<file path="src/rtl/usart_pkg.sv">
// Shared types and constants for the USART transmit arbiter and its
// round-robin picker.
package usart_pkg;

    localparam int USART_BYTE_W            = 8;
    localparam int USART_ID_W              = 3;
    localparam int USART_LATCH_TIMEOUT_DEF = 4095;

    typedef enum logic [1:0] {
        IDLE      = 2'd0,
        LATCH     = 2'd1,
        WAIT_DONE = 2'd2
    } usart_state_e;

endpackage

</file>
<file path="src/rtl/usart_rr_pick.sv">
// Rotating priority encoder: first set request at or above ptr_i, wrapping
// modulo NUM_REQ.
module usart_rr_pick
    import usart_pkg::*;
#(
    parameter int NUM_REQ = 4
) (
    input  logic [NUM_REQ-1:0]    req_i,
    input  logic [USART_ID_W-1:0] ptr_i,
    output logic [USART_ID_W-1:0] winner_o,
    output logic                  found_o
);

    logic [NUM_REQ-1:0] rot;

    always_comb begin
        rot      = NUM_REQ'({req_i, req_i} >> ptr_i);
        found_o  = 1'b0;
        winner_o = '0;
        // Scan downward so the lowest rotated offset is the one that sticks.
        for (int i = NUM_REQ - 1; i >= 0; i--) begin
            if (rot[i]) begin
                found_o  = 1'b1;
                winner_o = USART_ID_W'((int'(ptr_i) + i) % NUM_REQ);
            end
        end
    end

endmodule

</file>
<file path="src/rtl/usart_tx_arbiter.sv">
// Round-robin arbiter sharing one USART transmitter among NUM_REQ producers.
// Define USART_TX_ARB_LOCK_EN to add req_lock for contiguous multi-byte frames.
//
// state     | meaning
// IDLE      | waiting for a request while the transmitter reports ready
// LATCH     | tx_latch held, waiting for the transmitter to go busy
// WAIT_DONE | byte shifting out, waiting for ready to return
module usart_tx_arbiter
    import usart_pkg::*;
#(
    parameter int NUM_REQ       = 4,
    parameter int SYNC_STAGES   = 2,
    parameter int LATCH_TIMEOUT = USART_LATCH_TIMEOUT_DEF
) (
    input  logic                            comm_clock,
    input  logic                            reset,
    input  logic [NUM_REQ-1:0]              req_valid,
    input  logic [USART_BYTE_W*NUM_REQ-1:0] req_data,
`ifdef USART_TX_ARB_LOCK_EN
    input  logic [NUM_REQ-1:0]              req_lock,
`endif
    output logic [NUM_REQ-1:0]              req_ack,
    output logic [NUM_REQ-1:0]              req_done,
    output logic [USART_ID_W-1:0]           grant_id,
    output logic                            busy,
    output logic                            timeout_err,
    output logic [USART_BYTE_W-1:0]         tx_data,
    output logic                            tx_latch,
    input  logic                            tx_ready
);

    localparam int                 CNT_W = $clog2(LATCH_TIMEOUT + 1);
    localparam logic [NUM_REQ-1:0] ONE   = NUM_REQ'(1);

    usart_state_e            state_q, state_d;
    logic [SYNC_STAGES-1:0]  sync_q;
    logic                    rdy_s;
    logic [USART_ID_W-1:0]   ptr_q, ptr_d, grant_q, grant_d, pick_id, win_id;
    logic                    pick_found;
    logic [USART_BYTE_W-1:0] data_q, data_d, sel_data;
    logic [CNT_W-1:0]        cnt_q, cnt_d;
    logic                    err_q, err_d;
    logic [NUM_REQ-1:0]      ack_q, ack_d, done_q, done_d;
`ifdef USART_TX_ARB_LOCK_EN
    logic                    lock_q, lock_d, lock_eff;
`endif

    assign rdy_s = sync_q[SYNC_STAGES-1];

    usart_rr_pick #(.NUM_REQ(NUM_REQ)) u_pick (
        .req_i    (req_valid),
        .ptr_i    (ptr_q),
        .winner_o (pick_id),
        .found_o  (pick_found)
    );

    always_comb begin
        state_d  = state_q;
        ptr_d    = ptr_q;
        grant_d  = grant_q;
        data_d   = data_q;
        cnt_d    = cnt_q;
        err_d    = err_q;
        ack_d    = '0;
        done_d   = '0;
        win_id   = pick_id;
        sel_data = '0;
`ifdef USART_TX_ARB_LOCK_EN
        // Lock is sampled while done pulses and held until the next grant.
        lock_eff = lock_q | (|(done_q & req_lock));
        if (lock_eff && (|(req_valid & (ONE << grant_q))))
            win_id = grant_q;
        lock_d   = (state_q == IDLE) && lock_eff && !(pick_found && rdy_s);
`endif
        for (int i = 0; i < NUM_REQ; i++) begin
            if (win_id == USART_ID_W'(i))
                sel_data = req_data[i*USART_BYTE_W +: USART_BYTE_W];
        end

        case (state_q)
            IDLE: begin
                if (pick_found && rdy_s) begin
                    state_d = LATCH;
                    data_d  = sel_data;
                    grant_d = win_id;
                    ack_d   = ONE << win_id;
                    ptr_d   = (win_id == USART_ID_W'(NUM_REQ - 1)) ? '0 : win_id + 1'b1;
                    cnt_d   = '0;
                end
            end
            LATCH: begin
                if (!rdy_s) begin
                    state_d = WAIT_DONE;
                end else if (cnt_q >= CNT_W'(LATCH_TIMEOUT - 1)) begin
                    state_d = IDLE;
                    err_d   = 1'b1;
                    cnt_d   = CNT_W'(LATCH_TIMEOUT);
                end else begin
                    cnt_d = cnt_q + CNT_W'(1);
                end
            end
            WAIT_DONE: begin
                if (rdy_s) begin
                    state_d = IDLE;
                    done_d  = ONE << grant_q;
                end
            end
            default: state_d = IDLE;
        endcase
    end

    always_ff @(posedge comm_clock) begin
        if (reset) begin
            state_q <= IDLE;
            sync_q  <= '0;
            ptr_q   <= '0;
            grant_q <= '0;
            data_q  <= '0;
            cnt_q   <= '0;
            err_q   <= 1'b0;
            ack_q   <= '0;
            done_q  <= '0;
`ifdef USART_TX_ARB_LOCK_EN
            lock_q  <= 1'b0;
`endif
        end else begin
            state_q <= state_d;
            sync_q  <= {sync_q[SYNC_STAGES-2:0], tx_ready};
            ptr_q   <= ptr_d;
            grant_q <= grant_d;
            data_q  <= data_d;
            cnt_q   <= cnt_d;
            err_q   <= err_d;
            ack_q   <= ack_d;
            done_q  <= done_d;
`ifdef USART_TX_ARB_LOCK_EN
            lock_q  <= lock_d;
`endif
        end
    end

    assign req_ack     = ack_q;
    assign req_done    = done_q;
    assign grant_id    = grant_q;
    assign busy        = (state_q != IDLE);
    assign timeout_err = err_q;
    assign tx_data     = data_q;
    assign tx_latch    = (state_q == LATCH);

endmodule

</file>
<file path="config.mk">
export PLATFORM = sky130hd
export DESIGN_NAME = usart_tx_arbiter
export DESIGN_NICKNAME = d
export VERILOG_FILES = /design/src/rtl/usart_pkg.sv /design/src/rtl/usart_rr_pick.sv /design/src/rtl/usart_tx_arbiter.sv
export SDC_FILE = /design/constraint.sdc
export NUM_CORES = 1
export LEC_CHECK = 0
export BUFFER_PORTS_ARGS = -buffer_cell sky130_fd_sc_hd__buf_2
export CELL_PAD_IN_SITES_DETAIL_PLACEMENT = 1
export CELL_PAD_IN_SITES_GLOBAL_PLACEMENT = 2
export CORE_AREA = 5 5 88 90
export CTS_CLUSTER_SIZE = 28
export DETAILED_ROUTE_END_ITERATION = 7
export DIE_AREA = 0 0 93 95
export GPL_TIMING_DRIVEN = 1
export PLACE_DENSITY_LB_ADDON = 0.05
export SYNTH_ARGS = -nofsm -noshare
export SYNTH_HDL_FRONTEND = slang
export SYNTH_SLANG_ARGS = --single-unit
</file>
<file path="constraint.sdc">
create_clock -name comm_clock -period 3.2 [get_ports comm_clock]
set_input_delay 0.8 -clock comm_clock [delete_from_list [all_inputs] [get_ports comm_clock]]
set_output_delay 0.8 -clock comm_clock [all_outputs]
set_load 0.03 [all_outputs]
</file>
==> results_tabular.tex <==
\begin{tabular}{lr}
\hline
Metric & Value \\
\hline
\multicolumn{2}{l}{\textbf{Worst hold path}} \\
Hold Path Depth & 1 \\
Start point of the worst min-delay path & sync\_q[0] \\
Class of the worst hold path & reg2reg \\
Destination of the worst hold path & sync\_q[1] \\
\multicolumn{2}{l}{\textbf{Timing}} \\
Worst hold margin & 0.4547 ns \\
Max Clock Freq & about 360 MHz \\
Final Cycle Share & between 80\% and 90\% \\
Hold violation total from the final report & 0 \\
Fin Setup TNS & 0 ns \\
Final max-slew violation count & 0 \\
RSZ-0062 raised after global routing & no \\
Endpoints failing setup & 0 \\
Actual transition at the worst max-transition pin & 0.8152 ns \\
Slew margin rel. & 45.20\% \\
Worst clock skew & between 0.008 and 0.009 ns \\
Period minus WS final & between 2 and 3 ns \\
\multicolumn{2}{l}{\textbf{Setup path}} \\
Launching point of the worst reg2reg path & ptr\_q[1] \\
Critical path peak fanout & 7 \\
Element type at the critical path start & input port \\
Worst endpoint required time & between 3 and 4 ns \\
Count of cells along the worst register-to-register path & 10 \\
Critical Setup Path Class & in2reg \\
Endpoint of the most critical register-to-register path & tx\_data[1] \\
Endpoint kind of the worst setup timing path & register \\
Arrival time at the worst endpoint & 2.94 ns \\
Register-to-register path setup slack & 0.53 ns \\
\multicolumn{2}{l}{\textbf{Floorplan}} \\
Overall die height & 95 um \\
Row Count & 31 \\
Die outline area & 0.008835 mm2 \\
Overall die width & 93 um \\
Core ar. & between 0.006 and 0.007 mm2 \\
Count of boundary I/O pins & 61 \\
Initial core utilization & 27.38\% \\
\multicolumn{2}{l}{\textbf{Detailed routing}} \\
Number of DRC violations after detailed routing & 0 \\
Wire length after detailed routing & 5704 um \\
First-pass DRT Iterations & 3 \\
Remaining antenna violation count & 0 \\
Vias after detailed routing & 1,826 \\
DRC marker count from the first detailed-route iteration & 31 \\
Ratio of routed vias to standard cells & 5.101 \\
Average wire per standard cell & around 16 um \\
\multicolumn{2}{l}{\textbf{Synth}} \\
Post-synth top flop & sky130\_fd\_sc\_hd\_\_dfxtp\_1 \\
Synth Warn \# & 0 \\
Area share of the largest cell type after synthesis & 38.74\% \\
Top post-synthesis cells by count & sky130\_fd\_sc\_hd\_\_dfxtp\_1, sky130\_fd\_sc\_hd\_\_nand2\_1, sky130\_fd\_sc\_hd\_\_nor3\_1, sky130\_fd\_sc\_hd\_\_nor2\_1, sky130\_fd\_sc\_hd\_\_nor2b\_1 \\
Asr flop ratio synth & 0\% \\
Netlist Area Pre-Place & 0.001912 mm2 \\
Avg Inst Size Synth & 8.851 um2 \\
Number of synthesized register bits & 37 \\
Post-synthesis net count & 261 \\
Library cell with the highest instance count after synthesis & sky130\_fd\_sc\_hd\_\_dfxtp\_1 \\
Number of distinct library cell variants in the gate-level netlist after synthesis & 47 \\
Post-synth EDFFs & 0 \\
Gate count after technology mapping & 216 \\
Synth top area cells & sky130\_fd\_sc\_hd\_\_dfxtp\_1, sky130\_fd\_sc\_hd\_\_nor3\_1, sky130\_fd\_sc\_hd\_\_o311a\_1, sky130\_fd\_sc\_hd\_\_ha\_1, sky130\_fd\_sc\_hd\_\_nand2\_1 \\
Cell taking the most area after synthesis & sky130\_fd\_sc\_hd\_\_dfxtp\_1 \\
Post-synthesis sequential area ratio & about 39\% \\
\multicolumn{2}{l}{\textbf{Global route}} \\
Initial antenna violation count & 0 \\
Vias in the first global route & 1,980 \\
Overflow left after global routing & 0 \\
First-pass GRT wire length & slightly below 10,000 um \\
Maximum number of pins on one net before global-route repair & 29 \\
All-Layer GR Usage & between 10 and 15\% \\
\multicolumn{2}{l}{\textbf{Clocking}} \\
Clock Latency Late Sink & 0.29 ns \\
Clock tree from TritonCTS & done \\
Maximum buffer depth of the clock tree & 2 \\
Clock transition at the register clock pins on the worst setup and hold paths after CTS & 0.08 ns \\
CTS sink cnt & 37 \\
Hold bufs inserted after CTS & 0 \\
PostCTS Resize Cnt & 0 \\
H-tree depth reported by CTS & 2 \\
Count of buffers added by post-CTS timing repair for setup & 0 \\
Buffer cell driving the clock tree root & sky130\_fd\_sc\_hd\_\_clkbuf\_8 \\
Total clock buffers created by CTS & 5 \\
\multicolumn{2}{l}{\textbf{Power}} \\
Part of the total power dissipated in combinational logic & 15.0\% \\
Power Internal & a little under 0.0008 W \\
Switching share of power & 26.93\% \\
Worst VDD drop & 148.8 uV \\
PD cells & roughly 440 mW/mm2 \\
P\_leak & 0.9971 nW \\
Reg power frac & between 40 and 50\% \\
Power spent charging and discharging nets & 0.0002835 W \\
Relative contribution of the clock network to total power & 39.6\% \\
\multicolumn{2}{l}{\textbf{Run status}} \\
Outcome & completed \\
\multicolumn{2}{l}{\textbf{Place}} \\
Buffers on Ports & 59 \\
Final RePlAce weighted congestion & 0.7597 \\
Area after detailed placement & 0.002295 mm2 \\
Detailed placement HPWL & 4290 um \\
\multicolumn{2}{l}{\textbf{Flow run}} \\
Count of maximum capacitance violations & 0 \\
\multicolumn{2}{l}{\textbf{Cells and area}} \\
Post-synthesis to final-layout area growth & 26.05\% \\
Finished layout cell area & 0.002410 mm2 \\
Final Net Count & 320 \\
Share of cells above drive strength 1 & 32.61\% \\
\# fillers & 845 \\
Antenna Cells & 0 \\
\hline
\end{tabular}
[layout make-up]
cell class | instances | area, um2 | share of cell area (%)
Clock inverter | 3 | 46.29 | 1.921
Tap cell | 82 | 102.6 | 4.258
Sequential cell | 37 | 740.7 | 30.74
Inverter | 9 | 33.78 | 1.402
Timing Repair Buffer | 66 | 360.3 | 14.95
Clock buffer | 5 | 68.82 | 2.856
Multi-Input combinational cell | 156 | 1057 | 43.87
[logic make-up (layout without fill, tap and decap cells)]
logic type | count (synthesis) | in the layout | share of synthesized area (%)
buffers and inverters | 23 | 83 | 6.282
muxes | 1 | 1 | 0.5236
DFF | 37 | 37 | 38.74
adders and majority gates | 6 | 6 | 3.927
AOI/OAI and AO/OA | 57 | 57 | 24.21
and+or+nand+nor | 90 | 90 | 25.65
xor gates and xnor gates | 1 | 1 | 0.4582
other | 1 | 1 | 0.1961
[how the worst max path moves through the flow]
stage            startpoint    endpoint  slack, ns  cells past startpoint
6_report       req_valid[0]  tx_data[1]       0.41                     11
5_1_grt        req_valid[0]  tx_data[1]       0.23                     11
4_1_cts        req_valid[2]  tx_data[1]       0.37                     11
3_5_place_dp   req_valid[0]  tx_data[1]       0.07                     11
3_3_place_gp   req_valid[2]  tx_data[1]       0.15                     11
2_1_floorplan  req_valid[2]  tx_data[5]       0.56                      9
[per-layer routing]
metal / part of all wire, % / vias up / routed length [um] / GRT usage (%)
met5: 0 / - / 0 / 0
met4: 1.0 / 0 / 58 / 3.419
met3: 6.7 / 6 / 383 / 5.259
met2: 45 / 46 / 2542 / 21.60
met1: 48 / 857 / 2719 / 18.19
li1: - / 917 / - / -
[per-stage QoR]
stage	cells	util [%]	setup WS (ns)	power (W)
after floorplan	216	-	0.5633	0.0005852
after global placement	350	32.87	0.1501	0.0006498
after detailed placement	350	32.87	0.06823	0.0006493
after CTS	358	34.52	0.3701	0.001072
after global routing	358	34.52	0.2280	0.001114
final	358	34.52	0.4148	0.001053
[placed cells by master, fill, tap and decap left out, types with 3 or more instances in the layout]
| master | instances |
|---|---|
| sky130_fd_sc_hd__a211oi_1 | 5 |
| sky130_fd_sc_hd__a21oi_1 | 8 |
| sky130_fd_sc_hd__a221oi_1 | 7 |
| sky130_fd_sc_hd__a311o_1 | 3 |
| sky130_fd_sc_hd__a31oi_1 | 5 |
| sky130_fd_sc_hd__and3_1 | 3 |
| sky130_fd_sc_hd__buf_2 | 59 |
| sky130_fd_sc_hd__buf_4 | 6 |
| sky130_fd_sc_hd__clkbuf_8 | 5 |
| sky130_fd_sc_hd__dfxtp_1 | 37 |
| sky130_fd_sc_hd__ha_1 | 6 |
| sky130_fd_sc_hd__inv_1 | 9 |
| sky130_fd_sc_hd__nand2_1 | 20 |
| sky130_fd_sc_hd__nand3_1 | 3 |
| sky130_fd_sc_hd__nor2_1 | 15 |
| sky130_fd_sc_hd__nor2b_1 | 12 |
| sky130_fd_sc_hd__nor3_1 | 16 |
| sky130_fd_sc_hd__nor4_1 | 3 |
| sky130_fd_sc_hd__o21a_1 | 3 |
| sky130_fd_sc_hd__o221a_2 | 4 |
| sky130_fd_sc_hd__o311a_1 | 8 |
[state kept, by name, indices dropped and copies added (netlist names)]
register,flops
tx_data,8
sync_q,2
req_ack,4
timeout_err,1
ptr_q,2
state_q,2
cnt_q,12
grant_id,2
req_done,4
[worst max-delay path: stages]
cell and delay (ns):
sky130_fd_sc_hd__buf_2 0.13, sky130_fd_sc_hd__mux2i_1 0.12, sky130_fd_sc_hd__nor2_1 0.06, sky130_fd_sc_hd__nor3_1 0.51, sky130_fd_sc_hd__inv_1 0.20, sky130_fd_sc_hd__ha_1 0.25, sky130_fd_sc_hd__nor2b_1 0.12, sky130_fd_sc_hd__buf_4 0.16
sky130_fd_sc_hd__a221oi_1 0.32, sky130_fd_sc_hd__o311a_1 0.21, sky130_fd_sc_hd__nor3_1 0.05
[power by group through the flow]
stage                     Sequential, W  Combinational (W)  Clock [W]
after floorplan                0.000500          0.0000857          0
after global placement         0.000489           0.000161          0
after detailed placement       0.000489           0.000160          0
after CTS                      0.000478           0.000161   0.000432
after global routing           0.000480           0.000176   0.000458
final                          0.000478           0.000158   0.000417
(Power assumes the default switching activity.)
